### config.mk
export PLATFORM = sky130hd
export DESIGN_NAME = instruction_fetch_unit
export DESIGN_NICKNAME = d
export VERILOG_FILES = /design/src/rtl/ifetch_pkg.sv /design/src/rtl/ifetch_pc_gen.sv /design/src/rtl/instruction_fetch_unit.sv
export SDC_FILE = /design/constraint.sdc
export NUM_CORES = 1
export LEC_CHECK = 0
export BUFFER_PORTS_ARGS = -buffer_cell sky130_fd_sc_hd__buf_2
export CAP_MARGIN = 20
export CORE_ASPECT_RATIO = 1.1
export CORE_MARGIN = 8
export CORE_UTILIZATION = 54
export CTS_CLUSTER_SIZE = 12
export DETAILED_ROUTE_END_ITERATION = 16
export PLACE_DENSITY = 0.85
export SETUP_SLACK_MARGIN = 0.5
export SYNTH_ARGS = -nofsm -noshare
export SYNTH_HDL_FRONTEND = slang
export SYNTH_HIERARCHICAL = 1
export SYNTH_SLANG_ARGS = --single-unit
### constraint.sdc
create_clock -name clk -period 3.95 [get_ports clk]
set_input_delay 0.395 -clock clk [delete_from_list [all_inputs] [get_ports clk]]
set_output_delay 0.395 -clock clk [all_outputs]
set_load 0.01 [all_outputs]
### src/rtl/ifetch_pkg.sv
// Shared types and constants for the instruction fetch unit.
package ifetch_pkg;

    typedef enum logic [1:0] {
        IDLE  = 2'd0,
        RUN   = 2'd1,
        FAULT = 2'd2
    } ifetch_state_e;

    localparam logic [31:0] PC_STEP     = 32'd4;
    localparam logic [31:0] NOP_DEFAULT = 32'h0000_0000;

endpackage

### src/rtl/ifetch_pc_gen.sv
// PC register with next-PC selection (advance / hold / redirect) and redirect alignment check.
module ifetch_pc_gen
    import ifetch_pkg::*;
#(
    parameter logic [31:0] RESET_PC = 32'h0000_0000
) (
    input  logic        clk,
    input  logic        rst_n,
    input  logic        advance,
    input  logic        redirect,
    input  logic [31:0] redirect_target,
    output logic [31:0] pc,
    output logic        misaligned
);

    logic [31:0] pc_next;

    assign misaligned = (redirect_target[1:0] != 2'b00);

    // A misaligned redirect leaves the PC untouched; the caller turns it into a fault.
    always_comb begin
        pc_next = pc;
        if (redirect) begin
            if (!misaligned) begin
                pc_next = redirect_target;
            end
        end else if (advance) begin
            pc_next = pc + PC_STEP;
        end
    end

    always_ff @(posedge clk) begin
        if (!rst_n) begin
            pc <= {RESET_PC[31:2], 2'b00};
        end else begin
            pc <= pc_next;
        end
    end

endmodule

### src/rtl/instruction_fetch_unit.sv
// Fetch stage: FSM, IF/ID pipeline register and PC generator for a same-cycle instruction memory.
// Optional performance counters are enabled by defining IFETCH_PERF_CNT_EN.
module instruction_fetch_unit
    import ifetch_pkg::*;
#(
    parameter logic [31:0] RESET_PC  = 32'h0000_0000,
    parameter logic [31:0] NOP_INSTR = NOP_DEFAULT
) (
    input  logic        clk,
    input  logic        rst_n,
    input  logic        start,
    input  logic        stall,
    input  logic        redirect_en,
    input  logic [31:0] redirect_target,
    output logic [31:0] imem_addr,
    input  logic [31:0] imem_data,
    output logic [31:0] if_instr,
    output logic [31:0] if_pc,
    output logic [31:0] if_pc_plus4,
    output logic        if_valid,
`ifdef IFETCH_PERF_CNT_EN
    output logic [31:0] fetch_count,
    output logic [31:0] stall_count,
`endif
    output logic        misalign_fault
);

    ifetch_state_e state;
    logic [31:0]   pc;
    logic          misaligned;
    logic          in_run;
    logic          do_redirect;
    logic          do_advance;

    assign in_run      = (state == RUN);
    assign do_redirect = in_run && redirect_en;
    assign do_advance  = in_run && !redirect_en && !stall;
    assign imem_addr   = pc;

    ifetch_pc_gen #(
        .RESET_PC (RESET_PC)
    ) u_pc_gen (
        .clk             (clk),
        .rst_n           (rst_n),
        .advance         (do_advance),
        .redirect        (do_redirect),
        .redirect_target (redirect_target),
        .pc              (pc),
        .misaligned      (misaligned)
    );

    always_ff @(posedge clk) begin
        if (!rst_n) begin
            state          <= IDLE;
            if_instr       <= NOP_INSTR;
            if_pc          <= 32'd0;
            if_pc_plus4    <= 32'd0;
            if_valid       <= 1'b0;
            misalign_fault <= 1'b0;
        end else begin
            case (state)
                IDLE: begin
                    if_valid <= 1'b0;
                    if_instr <= NOP_INSTR;
                    if (start) begin
                        state <= RUN;
                    end
                end
                RUN: begin
                    // Redirect flushes IF/ID even when stalled; if_pc/if_pc_plus4 keep old values.
                    if (redirect_en) begin
                        if_valid <= 1'b0;
                        if_instr <= NOP_INSTR;
                        if (misaligned) begin
                            misalign_fault <= 1'b1;
                            state          <= FAULT;
                        end
                    end else if (!stall) begin
                        if_instr    <= imem_data;
                        if_pc       <= pc;
                        if_pc_plus4 <= pc + PC_STEP;
                        if_valid    <= 1'b1;
                    end
                end
                FAULT: begin
                    if_valid <= 1'b0;
                    if_instr <= NOP_INSTR;
                end
                default: begin
                    state <= IDLE;
                end
            endcase
        end
    end

`ifdef IFETCH_PERF_CNT_EN
    always_ff @(posedge clk) begin
        if (!rst_n) begin
            fetch_count <= 32'd0;
            stall_count <= 32'd0;
        end else begin
            if (do_advance) begin
                fetch_count <= fetch_count + 32'd1;
            end
            if (in_run && stall && !redirect_en) begin
                stall_count <= stall_count + 32'd1;
            end
        end
    end
`endif

endmodule

==> results.yml, run 1 <==
placement:
  portBuffers: 198
  gp_congestion: 0.931
  post-dp-hpwl_mm: 13.0
route:
  vias: 6131
  drcViolationCount: 0
  wl_per_cell_um: 17.9
  drt-pass1-iter-count: 5
  drt-met1-wl_mm: 7.59
  viasPerCell: 5.83
  met3WireLength_mm: 1.86
  highest_layer: "met4"
  ant_nets: 0
  wl_met2_mm: 8.83
  drt_iter0_drc: 736
  wirelength_mm: 18.9
clocking:
  cts_sinks: 130
  clk_latency_ps: 410
  numCtsBuffers: 17
  hold_buffers: 0
  post-cts-setup-buffer-count: 0
  root_buffer: "clkbuf_16"
  cts_buffer_depth: 2
  cts_resized: 0
  cts_tree: "done"
  clk_pin_slew_ps: 60
  htree_levels: 4
worst_setup_path:
  worstPathRequired_ps: 4280
  path_max_fanout: 91
  cp_num_buf_inv: 4
  r2r_end: "u_pc_gen/pc[15]$_SDFFE_PN0N_"
  cp_common_cell: "buf_4"
  critical_path_class: "reg2reg"
  crit_path_max_incr_delay_ps: 730
  cp-start-kind: "flip-flop"
  cp_top_family: "buffers and inverters"
  slowest_stage: "buf_4"
  reg2reg_depth: 9
  cp-end-kind: "flip-flop"
  rr_startpoint: "state[0]$_SDFFE_PN0P_"
  critPathArrivalTime_ps: 3070
  regToRegSetupSlack_ps: 1210
  path_cells: "nand2b_1 -> or3_1 -> buf_4 -> clkinv_2 -> buf_4 -> buf_4 -> nor2b_1 -> mux2i_1 -> o22ai_1"
timing:
  hold_viol_final: 0
  finalMaxSlewViolations: 0
  max_clock_freq_mhz: 364
  tns_ps: 0
  skew_ps: 11.8
  maxSlewHeadroom_pct: 40.6
  worst_pin_slew_ps: 891
  finalSetupViolCount: 0
  rsz0062_at_grt: "false"
  period_share_pct: 69.5
  min_period_ps: 2740
worst_hold_path:
  whs_path_depth: 3
  min_path_type: "in2reg"
  worstHoldEndpoint: "u_pc_gen/pc[19]$_SDFFE_PN0N_"
  worstHoldStart: "redirect_target[19]"
synthesis:
  ys_types: 61
  yosys-top-cells-count: "130 x dfxtp_1, 103 x nand2_1, 76 x nor2_1"
  ys.flop_type: "dfxtp_1"
  netlist_instances: 716
  synth_top_area_share_pct: 44.0
  yosysTopAreaCell: "dfxtp_1"
  synth_edf_count: 0
  yosys_warnings: 6
  async_flop_share_pct: 0
  yosysMostFrequentCell: "dfxtp_1"
  ys_ff_latch: 130
  synth_area_leaders: "dfxtp_1 44%, nand2_1 6.5%, a21oi_1 6.1%, nor2_1 4.8%, a22oi_1 4.4%"
  syn_nets: 787
  syn-cell-area_sq_um: 5920
  synth_seq_area_share_pct: 44.0
  postSynthAreaPerCell_sq_um: 8.27
grt:
  grt_pass1_vias: 5679
  grt_max_degree: 92
  grt_usage_pct: 25.1
  grt_pass1_wl_mm: 29.4
  grt-ovfl-total: 0
  antenna_found_initial: 0
power:
  pwr-share-seq_pct: 43.7
  combPwrFrac_pct: 7.3
  p_clk_share_pct: 49.1
  p_leak_nw: 3.17
  p_sw_share_pct: 23.9
  p_int_w: 0.00241
  switchingPower_w: 0.000757
  power_density_nw_per_um2: 420
  irDropWorstVdd_mv: 0.220
run:
  drv_cap: 0
layout:
  drive_gt1_share_pct: 29.6
  fill_cells: 895
  nNetsFinal: 963
  area_delta_synth_final_pct: 27.3
  antenna_cells: 0
  fin_util_pct: 69.7
floorplanning:
  rows: 40
  die_area_sq_um: 14600
  start_util_pct: 54.8
  die_height_um: 126
  core_area_sq_um: 10800
  ios: 199
  die_w_um: 116
run_status:
  status: "finished clean"
[stage by stage]
step / hold WS [ps] / area, sq um / total power (W) / setup WS [ps] / cells
after floorplan: 468 / 5920 / 0.00153 / 1260 / 716
after global placement: 438 / 6940 / 0.00163 / 1170 / 1020
after detailed placement: 443 / 6940 / 0.00164 / 1140 / 1020
after CTS: 207 / 7530 / 0.00318 / 1200 / 1052
after global routing: 233 / 7530 / 0.00327 / 934 / 1052
final: 220 / 7530 / 0.00317 / 1210 / 1052
[metal layers]
| metal | track usage (%) | vias up |
|---|---|---|
| met3 | 6.45 | 51 |
| met5 | 0 | - |
| met1 | 30.7 | 2836 |
| li1 | - | 2902 |
| met2 | 40.1 | 342 |
| met4 | 11.8 | 0 |
[power groups by stage]
stage | registers (W) | logic (W) | clock network (W)
floorplan | 0.00141 | 0.000117 | 0
global placement | 0.00141 | 0.000223 | 0
detailed placement | 0.00141 | 0.000226 | 0
CTS | 0.00138 | 0.000227 | 0.00157
global route | 0.00139 | 0.000250 | 0.00163
finish | 0.00138 | 0.000230 | 0.00155
[cells by family after synthesis]
group	Yosys count	share of synthesized area, %
adders and majority gates	2	0.423
buffers and inverters	63	4.80
xor gates and xnor gates	28	4.14
AOI/OAI and AO/OA	186	19.0
muxes	12	2.09
and+or+nand+nor	295	25.6
DFF	130	44.0
[worst min-delay path: stages]
cell and delay [ps]:
buf_2 100, nand2_1 50, a21oi_1 50
[cells in the final DEF (no fill, tap or decap), types with 9 or more instances in the layout]
cell,synthesis,final
a211oi_1,11,11
xnor2_1,22,22
nand2_1,103,103
buf_2,11,198
nor2_1,76,76
inv_1,9,9
a21oi_1,72,72
nand3_1,19,19
clkbuf_16,0,17
buf_4,3,10
dfxtp_1,130,130
mux2i_1,9,9
o21ai_0,37,37
nand4_1,18,18
a22oi_1,35,35
o22ai_1,9,9
and3_1,18,18
[registers in the layout (all words and copies together) (netlist names)]
register and count:
state 2, u_pc_gen/pc 32, if_pc_plus4 30, if_pc 32, if_valid 1, misalign_fault 1, if_instr 32
[how the worst max path moves through the flow]
stage | startpoint | to | cells after the start
floorplan | redirect_en | u_pc_gen/pc[20]$_SDFFE_PN0N_ | 11
global placement | redirect_en | u_pc_gen/pc[15]$_SDFFE_PN0N_ | 9
detailed placement | redirect_en | u_pc_gen/pc[15]$_SDFFE_PN0N_ | 9
CTS | state[0]$_SDFFE_PN0P_ | u_pc_gen/pc[15]$_SDFFE_PN0N_ | 9
global route | state[0]$_SDFFE_PN0P_ | u_pc_gen/pc[15]$_SDFFE_PN0N_ | 9
finish | state[0]$_SDFFE_PN0P_ | u_pc_gen/pc[15]$_SDFFE_PN0N_ | 9
[cell type report]
cell class	count	area (sq um)	area share [%]
Clock buffer	20	467	6.19
Clock inverter	12	133	1.76
Inverter	12	46.3	0.614
Multi-Input combinational cell	523	3040	40.3
Sequential cell	130	2600	34.5
Tap cell	147	184	2.44
Timing Repair Buffer	208	1070	14.1
Power figures use the tool's default switching activity.
==> inputs of run 2 (changes only) <==
ABC_AREA = 1   (was unset)
CORE_UTILIZATION = 52   (was 54)
PLACE_DENSITY = 0.8   (was 0.85)
clock period = 2.7 ns   (was 3.95 ns; I/O delays follow)
==> results.yml, run 2 <==
timing:
  tns_ps: 0
  rsz0062_at_grt: "false"
  max_clock_freq_mhz: 515
  finalMaxSlewViolations: 0
  maxSlewHeadroom_pct: 45.1
  period_share_pct: 71.9
  worst_pin_slew_ps: 824
  skew_ps: 7.89
  hold_viol_final: 0
  finalSetupViolCount: 0
  min_period_ps: 1940
grt:
  antenna_found_initial: 0
  grt_max_degree: 84
  grt_pass1_wl_mm: 33.3
  grt_usage_pct: 23.9
  grt_pass1_vias: 6640
  grt-ovfl-total: 0
power:
  p_leak_nw: 3.85
  irDropWorstVdd_mv: 0.369
  power_density_nw_per_um2: 553
synthesis:
  netlist_instances: 1033
  yosysMostFrequentCell: "nand2_1"
  syn-cell-area_sq_um: 6720
  async_flop_share_pct: 0
  yosys_warnings: 6
  yosys-top-cells-count: "308 x nand2_1, 178 x nor2_1, 130 x dfxtp_1"
  ys_ff_latch: 130
  syn_nets: 1104
  synth_area_leaders: "dfxtp_1 39%, nand2_1 17%, nor2_1 9.9%, a21oi_1 6.2%, nand3_1 4.6%"
  synth_top_area_share_pct: 38.7
  ys.flop_type: "dfxtp_1"
  synth_seq_area_share_pct: 38.7
  ys_types: 38
  postSynthAreaPerCell_sq_um: 6.51
  yosysTopAreaCell: "dfxtp_1"
  synth_edf_count: 0
layout:
  fin_util_pct: 65.6
  area_delta_synth_final_pct: 23.4
  final_cell_mix: "308 x nand2_1, 198 x buf_2, 178 x nor2_1, 130 x dfxtp_1, 83 x a21oi_1"
  final_cell_count_no_fill: 1380
  largestRegisters: "if_instr (32), if_pc (32), u_pc_gen/pc (32)"
  fill_cells: 1190
  final_cell_area_sq_um: 8290
  final_common_cell: "nand2_1"
  antenna_cells: 0
  nNetsFinal: 1281
  drive_gt1_share_pct: 23.9
route:
  ant_nets: 0
  drt-pass1-iter-count: 8
  drcViolationCount: 0
  drt_iter0_drc: 555
  vias: 7170
  wl_per_cell_um: 15.0
  viasPerCell: 5.20
  wirelength_mm: 20.6
floorplanning:
  ios: 199
  start_util_pct: 53.2
  rows: 43
  die_height_um: 135
  die_w_um: 124
  core_area_sq_um: 12600
  die_area_sq_um: 16800
worst_hold_path:
  worstHoldEndpoint: "if_instr[10]$_SDFFE_PN0P_"
  worstHoldStart: "imem_data[10]"
  whs_path_depth: 3
  min_path_type: "in2reg"
placement:
  placed_area_sq_um: 7700
  gp_congestion: 0.915
  numPlacedInstances: 1348
  portBuffers: 198
  post-dp-hpwl_mm: 14.8
worst_setup_path:
  worstPathRequired_ps: 2990
  regToRegSetupSlack_ps: 760
  reg2reg_depth: 8
  crit_path_max_incr_delay_ps: 410
  path_cells: "nor3_2 -> inv_2 -> nand2_1 -> nand2_2 -> inv_4 -> a21oi_1 -> o21ai_0 -> a21oi_1"
  cp_common_cell: "a21oi_1"
  r2r_end: "u_pc_gen/pc[11]$_SDFFE_PN0N_"
  startpoint: "state[1]$_SDFFE_PN0P_"
  cp-end-kind: "flip-flop"
  cp-start-kind: "flip-flop"
  critPathArrivalTime_ps: 2230
  cp_top_family: "simple AND/OR/NAND/NOR gates"
  cp_num_buf_inv: 2
  path_max_fanout: 41
  rr_startpoint: "state[1]$_SDFFE_PN0P_"
  critical_path_class: "reg2reg"
  slowest_stage: "nor3_2"
clocking:
  cts_buffer_depth: 2
  cts_sinks: 130
  htree_levels: 4
  clk_pin_slew_ps: 60
  post-cts-setup-buffer-count: 0
  cts_tree: "done"
  clk_latency_ps: 410
  root_buffer: "clkbuf_16"
  hold_buffers: 0
  numCtsBuffers: 17
run_status:
  status: "finished clean"
run:
  drv_cap: 0
==> run 2: changes by cell type after synthesis, moves of 11 or more <==
cell,delta
nor2_2,+14
nand3_1,+43
and3_1,-18
xnor2_1,-18
nand2_1,+205
nand4_1,-18
inv_1,+68
clkbuf_1,-21
a22oi_1,-35
nor2_1,+102
a21oi_1,+11
==> run 2: cells by family (layout without fill, tap and decap cells) <==
kind of cell    count (synthesis)  after routing  synth area share (%)
fa+ha+maj                       2              2                 0.372
flops                         130            130                  38.7
simple gates                  604            604                  38.7
buf+inv                       133            323                  8.75
compound gates                157            157                  12.5
xor+xnor                        7              7                 0.912
==> run 2: cell type report <==
cell class                      instances  area [sq um]  area share, %
Clock buffer                           20           457           5.51
Inverter                               86           325           3.92
Sequential cell                       130          2600           31.4
Clock inverter                         12           131           1.58
Multi-Input combinational cell        770          3530           42.6
Tap cell                              157           196           2.37
Timing Repair Buffer                  205          1040           12.6
==> run 2: metal layers <==
metal	share of wire, %	routed length (um)	vias to the layer above	global-route usage, %
li1	-	-	3610	-
met1	44	9160	3208	30.3
met2	46	9570	323	39.7
met3	7.6	1570	29	5.56
met4	1.6	333	0	7.17
met5	0	0	-	0
==> run 2: worst max-delay path by stage <==
stage	endpoint	slack, ps	depth (start not counted)
after floorplan	u_pc_gen/pc[12]$_SDFFE_PN0N_	1080	13
after global placement	u_pc_gen/pc[11]$_SDFFE_PN0N_	680	10
after detailed placement	u_pc_gen/pc[15]$_SDFFE_PN0N_	610	10
after CTS	u_pc_gen/pc[15]$_SDFFE_PN0N_	600	9
after global routing	u_pc_gen/pc[12]$_SDFFE_PN0N_	510	9
final	u_pc_gen/pc[11]$_SDFFE_PN0N_	760	8
==> run 2: report_power, final <==
group	total, W	switching (W)	internal (W)	leakage [nW]
clock	0.00227	0.000862	0.00141	0.278
combinational	0.000322	0.000206	0.000116	2.53
sequential	0.00199	0.0000364	0.00196	1.05
==> run 2: worst min-delay path: stages <==
cell and delay [ps]:
buf_2 90, nand2_1 50, a21oi_1 60
==> run 2: timing repair <==
action / 4_1_cts / 5_1_grt
setup endpoints to repair: 0 / 22
gates resized for setup: 0 / 2
endpoints found under the hold margin: 0 / 0
==> run 2: metrics by stage <==
step | hold slack (ps) | power [W] | setup WS, ps
after floorplan | 408 | 0.00223 | 1080
after global placement | 434 | 0.00235 | 677
after detailed placement | 437 | 0.00236 | 614
after CTS | 96.0 | 0.00461 | 601
after global routing | 99.6 | 0.00475 | 514
final | 108 | 0.00459 | 759
==> inputs of run 3 (changes only) <==
clock period = 1.8 ns   (was 2.7 ns; I/O delays follow)
==> results.yml, run 3 (synthesis results as in run 2) <==
run:
  drv_cap: 0
floorplanning:
  die_w_um: 124
  die_area_sq_um: 16800
  rows: 43
  ios: 199
  core_area_sq_um: 12600
  die_height_um: 135
  start_util_pct: 53.2
timing:
  finalSetupViolCount: 0
  whs_ps: 2.56
  skew_ps: 8.31
  worst_pin_slew_ps: 377
  setup_ws_ps: 33.5
  period_share_pct: 98.1
  min_period_ps: 1770
  rsz0062_at_grt: "true"
  maxSlewHeadroom_pct: 74.8
  max_clock_freq_mhz: 566
  hold_viol_final: 0
  finalMaxSlewViolations: 0
layout:
  largestRegisters: "if_instr (32), if_pc (32), u_pc_gen/pc (32)"
  fin_util_pct: 78.4
  drive_gt1_share_pct: 36.4
  final_cell_count_no_fill: 1458
  nNetsFinal: 1359
  final_cell_mix: "299 x nand2_1, 197 x buf_2, 144 x nor2_1, 98 x dfxtp_1, 77 x inv_1"
  antenna_cells: 0
  fill_cells: 876
  area_delta_synth_final_pct: 47.5
  final_common_cell: "nand2_1"
placement:
  post-dp-hpwl_mm: 15.8
  post-place-ws_ps: 63.3
  gp_congestion: 0.922
  portBuffers: 198
  numPlacedInstances: 1371
worst_setup_path:
  cp_top_family: "simple AND/OR/NAND/NOR gates"
  path_cells: "nand2_1 -> nor2_1 -> nand2_1 -> nor2_1 -> nand2_1 -> nand2_1 -> nand3_1 -> nand2_1 -> a21oi_2"
  slowest_stage: "dfxtp_4"
  cp_num_buf_inv: 0
  path_max_fanout: 9
  cp_common_cell: "nand2_1"
  crit_path_max_incr_delay_ps: 430
  cp-start-kind: "flip-flop"
  worstPathRequired_ps: 2110
  cp-end-kind: "flip-flop"
  regToRegSetupSlack_ps: 30
  critPathArrivalTime_ps: 2070
  critical_path_class: "reg2reg"
route:
  vias: 8617
  wirelength_mm: 29.2
  drcViolationCount: 0
  wl_per_cell_um: 20.1
  viasPerCell: 5.91
  ant_nets: 0
  drt_iter0_drc: 1002
  drt-pass1-iter-count: 7
clocking:
  clk_latency_ps: 430
  root_buffer: "clkbuf_16"
  cts_tree: "done"
  cts_buffer_depth: 2
  numCtsBuffers: 17
  clk_pin_slew_ps: 60
  htree_levels: 4
  cts_sinks: 130
grt:
  grt_pass1_wl_mm: 37.0
  grt-ovfl-total: 0
  grt_pass1_vias: 7186
  grt_max_degree: 68
  grt_usage_pct: 27.0
  antenna_found_initial: 0
worst_hold_path:
  min_path_type: "in2reg"
power:
  power.total_w: 0.00759
  power_density_nw_per_um2: 766
  irDropWorstVdd_mv: 0.794
  p_leak_nw: 4.52
run_status:
  status: "finished clean"
==> run 3: changes by cell type in the layout (fill, tap and decap cells not counted), sizes merged, moves of 2 or more <==
| cell | delta |
|---|---|
| clkbuf | +10 |
| dlygate4sd3 | +3 |
| bufinv | +2 |
| clkinvlp | -4 |
| nand2 | +2 |
| buf | +66 |
| inv | -2 |
==> run 3: layout make-up <==
type	count	area, sq um	area share, %
Clock buffer	25	517	5.21
Sequential cell	130	2690	27.2
Inverter	86	359	3.62
Timing Repair Buffer	279	1960	19.8
Tap cell	157	196	1.98
Clock inverter	7	143	1.44
Multi-Input combinational cell	772	4010	40.5
Timing Repair inverter	2	32.5	0.328
==> run 3: stage by stage <==
step / setup TNS, ps / cell area [sq um]
after floorplan: 0 / 6870
after global routing: -90.7 / 9910
after detailed placement: 0 / 8020
final: 0 / 9910
after CTS: 0 / 9100
after global placement: 0 / 8020
==> run 3: timing repair <==
action                                  4_1_cts  5_1_grt
hold endpoints to repair                      3        0
endpoints found under the setup margin      140      138
cloned                                        4       13
gates resized for setup                      69      126
pin swaps                                    16       32
hold buffers                                  3        0
setup buffers                                13       22
==> run 3: worst paths after layout <==
check	startpoint	end	cells after the start
setup / recovery	u_pc_gen/pc[12]$_SDFFE_PN0N_	u_pc_gen/pc[27]$_SDFFE_PN0N_	9
hold / removal	imem_data[30]	if_instr[30]$_SDFFE_PN0P_	3
setup reg to reg	u_pc_gen/pc[12]$_SDFFE_PN0N_	u_pc_gen/pc[27]$_SDFFE_PN0N_	9
hold reg to reg	misalign_fault$_SDFFE_PN0P_	misalign_fault$_SDFFE_PN0P_	2
==> run 3: tightest hold or removal path, stage by stage <==
cell and delay, ps:
buf_2 90, nand2_1 50, a21oi_1 50
==> run 3: report_power, final <==
group	switching [W]	internal [W]
registers	0.0000562	0.00292
clock network	0.00130	0.00255
logic	0.000456	0.000315
==> run 3: layer usage <==
metal / wire [um] / vias up / global-route usage (%)
li1: - / 3785 / -
met1: 10400 / 3841 / 32.1
met2: 13300 / 748 / 45.0
met3: 3470 / 243 / 7.20
met4: 2100 / 0 / 12.2
met5: 0 / - / 0
